### config.mk
export PLATFORM = sky130hd
export DESIGN_NAME = spi_target
export DESIGN_NICKNAME = d
export VERILOG_FILES = /design/src/rtl/spi_pkg.sv /design/src/rtl/spi_target_sync.sv /design/src/rtl/spi_target.sv
export SDC_FILE = /design/constraint.sdc
export NUM_CORES = 1
export LEC_CHECK = 0
export CAP_MARGIN = 20
export CORE_UTILIZATION = 40
export CTS_CLUSTER_SIZE = 14
export DETAILED_ROUTE_END_ITERATION = 12
export SKIP_CTS_REPAIR_TIMING = 1
export SYNTH_ARGS = -nofsm -noshare
export SYNTH_HDL_FRONTEND = slang
export SYNTH_SLANG_ARGS = --single-unit
### constraint.sdc
create_clock -name clk -period 3.6 [get_ports clk]
set_clock_uncertainty 0.2 [all_clocks]
set_input_delay 0.36 -clock clk [delete_from_list [all_inputs] [get_ports clk]]
set_output_delay 0.36 -clock clk [all_outputs]
set_load 0.01 [all_outputs]
### src/rtl/spi_pkg.sv
// Shared SPI block definitions: register addresses, size codes,
// STATUS bit positions and the controller state encoding.
package spi_pkg;

    localparam logic [1:0] ADDR_DATA   = 2'd0;
    localparam logic [1:0] ADDR_STATUS = 2'd1;
    localparam logic [1:0] ADDR_CTRL   = 2'd2;
    localparam logic [1:0] ADDR_ID     = 2'd3;

    localparam logic [31:0] ID_WORD = 32'hBBBBBBBB;

    typedef enum logic [1:0] {
        BYTE      = 2'd0,
        HALFWORD  = 2'd1,
        THREEBYTE = 2'd2,
        WORD      = 2'd3
    } size_e;

    localparam int ST_RX_VALID    = 0;
    localparam int ST_TX_FULL     = 1;
    localparam int ST_RX_OVERRUN  = 2;
    localparam int ST_TX_UNDERRUN = 3;
    localparam int ST_SS_ACTIVE   = 4;

    typedef enum logic {
        IDLE   = 1'b0,
        ACTIVE = 1'b1
    } state_e;

    function automatic logic [31:0] bswap(input logic [31:0] d);
        return {d[7:0], d[15:8], d[23:16], d[31:24]};
    endfunction

    // Index of the last bit of a word: size*8 + 7
    function automatic logic [4:0] last_bit(input logic [1:0] sz);
        return {sz, 3'b111};
    endfunction

endpackage

### src/rtl/spi_target_sync.sv
// Multi-stage synchroniser for one asynchronous SPI input,
// with single-cycle rise/fall pulses on the synchronised level.
module spi_target_sync #(
    parameter int   STAGES   = 2,
    parameter logic IDLE_VAL = 1'b0
) (
    input  logic clk,
    input  logic reset,
    input  logic i_d,
    output logic o_q,
    output logic o_rise,
    output logic o_fall
);

    logic [STAGES-1:0] r_pipe;
    logic              r_prev;

    always_ff @(posedge clk) begin
        if (reset) begin
            r_pipe <= {STAGES{IDLE_VAL}};
            r_prev <= IDLE_VAL;
        end else begin
            r_pipe <= {r_pipe[STAGES-2:0], i_d};
            r_prev <= r_pipe[STAGES-1];
        end
    end

    assign o_q    = r_pipe[STAGES-1];
    assign o_rise = r_pipe[STAGES-1] & ~r_prev;
    assign o_fall = ~r_pipe[STAGES-1] & r_prev;

endmodule

### src/rtl/spi_target.sv
// SPI mode-0 responder with CPU register interface, single-entry
// TX/RX holding registers, overrun/underrun flags and level irq.
module spi_target
    import spi_pkg::*;
#(
    parameter int          SYNC_STAGES = 2,
    parameter logic [31:0] FILL_WORD   = 32'hFFFFFFFF
) (
    input  logic        clk,
    input  logic        reset,
    input  logic [3:0]  we,
    input  logic        rd,
    input  logic        select,
    input  logic [1:0]  addr,
    input  logic [31:0] wdata,
    output logic [31:0] rdata,
    output logic        wbusy,
    output logic        rbusy,
    output logic        irq,
    input  logic        spi_clk,
    input  logic        spi_mosi,
    input  logic        spi_ss_n,
    output logic        spi_miso,
    output logic        spi_miso_oe
);

    logic w_sclk_q, w_sclk_rise, w_sclk_fall;
    logic w_mosi_q, w_mosi_rise, w_mosi_fall;
    logic w_ss_q, w_ss_rise, w_ss_fall;
    logic w_unused;

    spi_target_sync #(.STAGES(SYNC_STAGES), .IDLE_VAL(1'b0)) u_sclk (
        .clk(clk), .reset(reset), .i_d(spi_clk),
        .o_q(w_sclk_q), .o_rise(w_sclk_rise), .o_fall(w_sclk_fall)
    );

    spi_target_sync #(.STAGES(SYNC_STAGES), .IDLE_VAL(1'b0)) u_mosi (
        .clk(clk), .reset(reset), .i_d(spi_mosi),
        .o_q(w_mosi_q), .o_rise(w_mosi_rise), .o_fall(w_mosi_fall)
    );

    spi_target_sync #(.STAGES(SYNC_STAGES), .IDLE_VAL(1'b1)) u_ss (
        .clk(clk), .reset(reset), .i_d(spi_ss_n),
        .o_q(w_ss_q), .o_rise(w_ss_rise), .o_fall(w_ss_fall)
    );

    assign w_unused = ^{w_sclk_q, w_mosi_rise, w_mosi_fall};

    state_e            r_state, w_state_nxt;
    size_e             r_size;
    logic              r_big, r_irq_en;
    logic              r_rx_valid, r_tx_full, r_rx_over, r_tx_under;
    logic              r_ss_active, r_armed, r_reload, r_irq;
    logic [SYNC_STAGES-1:0] r_fill;
    logic [31:0]       r_rx_hold, r_tx_hold, r_shift_out, r_shift_in;
    logic [4:0]        r_bitcnt;

    logic        w_start, w_stop, w_rx_edge, w_tx_edge;
    logic        w_load, w_done, w_bypass;
    logic        w_wr, w_data_wr, w_stat_wr, w_ctrl_wr, w_data_rd;
    logic        w_over_set, w_under_set;
    logic [31:0] w_shift_nxt, w_tx_view, w_tx_merge, w_tx_new, w_load_word;

    always_ff @(posedge clk) begin
        if (reset) r_state <= IDLE;
        else       r_state <= w_state_nxt;
    end

    always_comb begin
        w_state_nxt = r_state;
        w_start     = 1'b0;
        w_stop      = 1'b0;
        w_rx_edge   = 1'b0;
        w_tx_edge   = 1'b0;
        unique case (r_state)
            IDLE: begin
                if (w_ss_fall && r_armed) begin
                    w_state_nxt = ACTIVE;
                    w_start     = 1'b1;
                end
            end
            ACTIVE: begin
                // Deselect takes priority over a coincident clock edge
                if (w_ss_rise) begin
                    w_state_nxt = IDLE;
                    w_stop      = 1'b1;
                end else begin
                    w_rx_edge = w_sclk_rise;
                    w_tx_edge = w_sclk_fall;
                end
            end
            default: ;
        endcase
    end

    assign w_wr      = select & (|we);
    assign w_data_wr = w_wr & (addr == ADDR_DATA);
    assign w_stat_wr = w_wr & (addr == ADDR_STATUS) & we[0];
    assign w_ctrl_wr = w_wr & (addr == ADDR_CTRL);
    assign w_data_rd = rd & select & (addr == ADDR_DATA);

    assign w_tx_view = r_big ? r_tx_hold : bswap(r_tx_hold);

    always_comb begin
        w_tx_merge = w_tx_view;
        for (int i = 0; i < 4; i++) begin
            if (we[i]) w_tx_merge[8*i +: 8] = wdata[8*i +: 8];
        end
    end

    assign w_tx_new    = r_big ? w_tx_merge : bswap(w_tx_merge);
    assign w_load      = w_start | (w_tx_edge & r_reload);
    assign w_done      = w_rx_edge & (r_bitcnt == 5'd0);
    assign w_shift_nxt = {r_shift_in[30:0], w_mosi_q};
    assign w_bypass    = w_load & w_data_wr & ~r_tx_full;
    assign w_under_set = w_load & ~r_tx_full & ~w_data_wr;
    assign w_over_set  = w_done & r_rx_valid & ~w_data_rd;

    always_comb begin
        w_load_word = FILL_WORD;
        if (r_tx_full)      w_load_word = r_tx_hold;
        else if (w_data_wr) w_load_word = w_tx_new;
    end

    always_ff @(posedge clk) begin
        if (reset) begin
            r_size   <= WORD;
            r_big    <= 1'b1;
            r_irq_en <= 1'b0;
            r_fill   <= '0;
            r_armed  <= 1'b0;
            r_irq    <= 1'b0;
        end else begin
            if (w_ctrl_wr && we[0]) r_size   <= size_e'(wdata[1:0]);
            if (w_ctrl_wr && we[2]) r_big    <= wdata[16];
            if (w_ctrl_wr && we[3]) r_irq_en <= wdata[24];
            // Arm only once real (post-reset) samples show ss_n high
            r_fill <= {r_fill[SYNC_STAGES-2:0], 1'b1};
            if (r_fill[SYNC_STAGES-1] && w_ss_q) r_armed <= 1'b1;
            r_irq <= r_irq_en & (r_rx_valid | r_rx_over | r_tx_under);
        end
    end

    always_ff @(posedge clk) begin
        if (reset) begin
            r_tx_hold  <= '0;
            r_tx_full  <= 1'b0;
            r_tx_under <= 1'b0;
            r_rx_hold  <= '0;
            r_rx_valid <= 1'b0;
            r_rx_over  <= 1'b0;
        end else begin
            if (w_data_wr && !w_bypass) begin
                r_tx_hold <= w_tx_new;
                r_tx_full <= 1'b1;
            end else if (w_load && r_tx_full) begin
                r_tx_full <= 1'b0;
            end
            if (w_under_set)                 r_tx_under <= 1'b1;
            else if (w_stat_wr && wdata[3]) r_tx_under <= 1'b0;
            if (w_done) begin
                r_rx_hold  <= w_shift_nxt;
                r_rx_valid <= 1'b1;
            end else if (w_data_rd) begin
                r_rx_valid <= 1'b0;
            end
            if (w_over_set)                 r_rx_over <= 1'b1;
            else if (w_stat_wr && wdata[2]) r_rx_over <= 1'b0;
        end
    end

    always_ff @(posedge clk) begin
        if (reset) begin
            r_shift_out <= '1;
            r_shift_in  <= '0;
            r_bitcnt    <= '0;
            r_reload    <= 1'b0;
            r_ss_active <= 1'b0;
        end else begin
            if (w_load)         r_shift_out <= w_load_word;
            else if (w_tx_edge) r_shift_out <= {r_shift_out[30:0], 1'b0};
            if (w_start || w_done) r_shift_in <= '0;
            else if (w_rx_edge)    r_shift_in <= w_shift_nxt;
            if (w_load)                   r_bitcnt <= last_bit(r_size);
            else if (w_rx_edge && !w_done) r_bitcnt <= r_bitcnt - 5'd1;
            if (w_done)                 r_reload <= 1'b1;
            else if (w_load || w_stop)  r_reload <= 1'b0;
            if (w_start)     r_ss_active <= 1'b1;
            else if (w_stop) r_ss_active <= 1'b0;
        end
    end

    always_comb begin
        rdata = ID_WORD;
        unique case (addr)
            ADDR_DATA:   rdata = r_big ? r_rx_hold : bswap(r_rx_hold);
            ADDR_STATUS: rdata = {27'b0, r_ss_active, r_tx_under,
                                  r_rx_over, r_tx_full, r_rx_valid};
            ADDR_CTRL:   rdata = {7'b0, r_irq_en, 7'b0, r_big,
                                  14'b0, r_size};
            default:     rdata = ID_WORD;
        endcase
    end

    assign wbusy       = 1'b0;
    assign rbusy       = 1'b0;
    assign irq         = r_irq;
    assign spi_miso    = r_ss_active ? r_shift_out[31] : 1'b1;
    assign spi_miso_oe = r_ss_active;

endmodule
-- Word-level counts from Yosys, hierarchy flattened
Index checks and enable logic that the tools add are counted.
- register bits: 155
- word-level logic and storage cells: 122
- $add $sub $neg: 1
- equality and inequality tests: 2
- multiplexer cells: 38
- bitwise logic cells: 31
- reductions and logical operators: 26
- operator list (kind ; count):
    32-bit two-way mux ; 7
    32-bit one-hot mux with 3 select lines ; 1
    8-bit two-way mux ; 4
    1-bit two-way mux ; 23
    1-bit bitwise AND ; 20
    2-bit nonzero test ; 8
    1-bit logical AND ; 10
    5-bit two-way mux ; 2
    1-bit NOT ; 8
    5-bit zero test ; 1
    5-bit by 1-bit subtractor with 5-bit output, second input constant ; 1
    4-bit OR reduction ; 1
    1-bit OR ; 3
    2-bit by 1-bit == test with 1-bit output, second input constant ; 1
    2-bit == test, second input constant ; 1
    1-bit zero test ; 2
    2-bit zero test ; 1
    1-bit logical OR ; 2
    1-bit one-hot mux with 2 select lines ; 1
    2-bit OR reduction ; 1

-- Longest topological paths before layout
- word-level depth: 11
- gate-level depth with buffers: 8

-- Cells and area by module
A second synthesis with hierarchy kept.
- cells, all modules: 924
- area, all modules: 7623.6 µm²
- modules (own cells, without submodules) (module ; times used ; cells each ; area an instance (µm²)):
    spi_target ; 1 ; 900 ; 7348.3
    spi_target_sync at u_mosi ... ; 2 ; 8 ; 91.3
    spi_target_sync at u_ss ; 1 ; 8 ; 92.6

-- Least setup slack after synthesis
OpenSTA, ideal clock, no wires.
- path kind: reg-to-output
- start: reg r_big
- end: out rdata[11]
- arrival time: 1.490 ns
- slack: 1.550 ns
- stages on the path, launching flop included: 7
- path buffers: 4
- cell sequence: dfxtp_1 buf_4 buf_2 buf_2 buf_2 mux2i_1 a21oi_1
- cells in the longest elaborated chain, start to end: 2
- RTL lines (item ; RTL line ; text):
    start: declaration ; spi_target.sv:51 ; logic r_big, r_irq_en;
    start signal: assignment ; spi_target.sv:135 ; if (w_ctrl_wr && we[2]) r_big <= wdata[16];
    32-bit two-way mux ; spi_target.sv:196 ; ADDR_DATA: rdata = r_big ? r_rx_hold : bswap(r_rx_hold);
    32-bit one-hot mux with 3 select lines ; spi_target.sv:195 ; unique case (addr)
    end: declaration ; spi_target.sv:16 ; output logic [31:0] rdata,
Every way passes these cells.

-- Worst setup path after layout
- start: in addr[0]
- end: out rdata[0]
- cells in the longest elaborated chain, start to end: 2
- RTL lines (item ; RTL line ; text):
    start: declaration ; spi_target.sv:14 ; input logic [1:0] addr,
    2-bit == test, or another cell as far along ; spi_target.sv:195 ;
    32-bit one-hot mux with 3 select lines * ; spi_target.sv:195 ;
Mark *: on every way between the ends. The rest lies on a longest branch, timed or not.

==> impl_metrics.ini <==
[status]
outcome = complete, no violations

[routing]
first_iter_violations = 516
routedWlPerCell_um = 18.9
drcViolationCount = 0
totalWireLength_um = 24100
vias_per_cell = 5.82
antenna_left = 0
vias = 7410
dr.pass1.iters = 5

[clocking]
cts_root_buffer = clkbuf_16
clock-sinks = 155
clkLatencyLatePin_ps = 440
clkTransAtPathRegs_ps = 60
cts_max_level = 4
clk_path_buf_depth = 2
cts_tree = built
numCtsBuffers = 17

[cells_and_area]
syn2layout_area_growth_pct = 19.0
fillCellCount = 1987
stdcell_area_um2 = 9780
final_cell_mix = 154 x dfxtp_1, 96 x a21oi_1, 78 x clkdlybuf4s50_1
regArea_um2 = 3110
drive_gt1_frac = 0.112
nets = 1041
layout.cells.non_filler = 1274
antenna_cells = 0
multi_input_area_um2 = 4530
final_common_cell = dfxtp_1

[timing]
setup_viol_count_final = 0
worstMarginPinSlew_ps = 873
period_share = 0.818
tns_ps = 0
slew_violations = 0
min_period_ps = 2950
hold_slack_ps = 126
rsz0062_at_grt = false
slew_headroom = 0.416
fmax_mhz = 340
hold_viol = 0

[critical_path]
max_stage_delay_ps = 520
startpoint_type = input port
crit_top_cell = clkdlybuf4s50_1
worst-path-buf-inv = 3
path_cells = clkdlybuf4s50_1 -> inv_1 -> ha_1 -> a221oi_1 -> o21ai_0 -> clkdlybuf4s50_1
crit_required_ps = 3040
cpMaxStageDelayCell = clkdlybuf4s50_1
critPathArrivalTime_ps = 2390
worst_setup_path_end_kind = primary output
crit_family = buffers and inverters
cp_max_fo = 7
path_class = in2out

[global_route]
grt_pass1_wl_um = 39200
antenna_found_initial = 0
overflow = 0
grtUsageTotal = 0.231
grt_max_degree = 67
grt_pass1_vias = 7137

[placement]
placed_area_um2 = 9170
port_buffers = 79
globalplace.congestion = 0.794
hpwl_um = 15100
dpl.cell_count = 1241

[synthesis]
syn_inst = 962
synth_area_leaders = dfxtp_1 38%, a21oi_1 5.8%, mux2i_1 4.4%, a221oi_1 3.5%, o2111ai_1 3.4%
syn_avg_cell_area_um2 = 8.54
async_reset_ff_frac = 0
ys_seq_area_frac = 0.378
syn_area_um2 = 8220
synth_seq_cells = 155
synth_top_cell_area_share = 0.378
synth_edf_count = 0
synth_warnings = 0
synthDistinctLibCells = 52
synth_ff_type = dfxtp_1
synth_top_area_cell = dfxtp_1

[floorplan]
fp.dieW_um = 145
num_rows = 52
core_region_area_um2 = 20200
die_h_um = 145
num_io_pins = 82
initial_utilization = 0.407
die_area_um2 = 21100

[job]
maxCapViolCount = 0

[power]
powerDensity_nw_per_um2 = 407
peakVddDrop_v = 0.000326
total_power_mw = 3.98
power.leakage_nw = 3.74

[min_path]
hold_path.class = in2reg
-- routing by layer --
metal,share of wire,wire length [um],up-vias,track usage
met1,0.49,11800,3593,0.329
li1,-,-,3599,-
met3,0.040,955,29,0.0399
met2,0.45,11000,189,0.356
met5,0,0,-,0
met4,0.015,366,0,0.0711
-- where the power goes --
part | leakage (nW) | internal, mW | switching [mW]
Combinational | 2.20 | 0.201 | 0.230
Clock | 0.289 | 0.935 | 0.847
Sequential | 1.26 | 1.74 | 0.0287
-- synthesized netlist by cell type, types with 2 or more instances --
library cell / number
dfxtp_1: 155
a21oi_1: 96
nand2_1: 74
clkbuf_1: 61
nor2_1: 45
nor2b_1: 41
nand3_1: 40
inv_1: 39
o21ai_0: 38
mux2i_1: 36
a221oi_1: 33
o2111ai_1: 32
o221ai_1: 32
a211o_1: 31
a2bb2oi_1: 31
buf_2: 25
mux2_1: 21
nand2b_1: 20
nand3b_1: 18
mux2_2: 16
or3b_2: 16
buf_1: 10
buf_4: 8
ha_1: 5
clkinv_1: 3
nand4_1: 3
nor3_1: 3
or2_2: 3
a211oi_1: 2
a311oi_1: 2
or3_1: 2
-- cell type report --
class | count | area share
Multi-Input combinational cell | 661 | 0.463
Clock buffer | 17 | 0.0435
Sequential cell | 155 | 0.318
Inverter | 43 | 0.0165
Timing Repair Buffer | 113 | 0.107
Clock inverter | 15 | 0.0179
Tap cell | 270 | 0.0345
-- kinds of logic after synthesis --
family,Yosys count,share of synthesized area
AO/OA/AOI/OAI,309,0.270
buffers and inverters,147,0.0746
flip-flops,155,0.378
AND/OR/NAND/NOR,272,0.175
adder cells (fa/ha/maj),5,0.00761
multiplexers,73,0.0946
other,1,0.000456
-- worst reg2reg max path, stage by stage (launching register included) --
cell,delay (ps)
dfxtp_1,330
buf_4,210
nand4bb_1,230
o31a_1,220
o21ai_4,720
buf_4,300
mux2_1,330
-- per-stage QoR --
| stage | setup WS (ps) | util |
|---|---|---|
| 3_5_place_dp | 371 | 0.455 |
| 3_3_place_gp | 428 | 0.455 |
| 5_1_grt | 512 | 0.485 |
| 4_1_cts | 362 | 0.485 |
| 2_1_floorplan | 1550 | - |
| 6_report | 655 | 0.485 |
-- worst paths after layout --
| check | slack (ps) | to | cells past startpoint | start |
|---|---|---|---|---|
| worst max-delay path | 650 | rdata[0] | 6 | addr[0] |
| worst min-delay path | 130 | r_armed | 2 | reset |
| worst max register to register | 960 | r_tx_hold[7] | 6 | r_state |
| worst min register to register | 210 | u_ss.r_pipe[1] | 1 | u_ss.r_pipe[0] |
-- flip-flops by register name, indices dropped and copies added (netlist names), 2 cells and up --
register       count
r_bitcnt           5
r_tx_hold         32
u_mosi.r_pipe      2
u_ss.r_pipe        2
r_fill             2
u_sclk.r_pipe      2
r_rx_hold         32
r_size             2
r_shift_in        31
r_shift_out       32
Note: power is estimated with default switching activity, not from simulation.
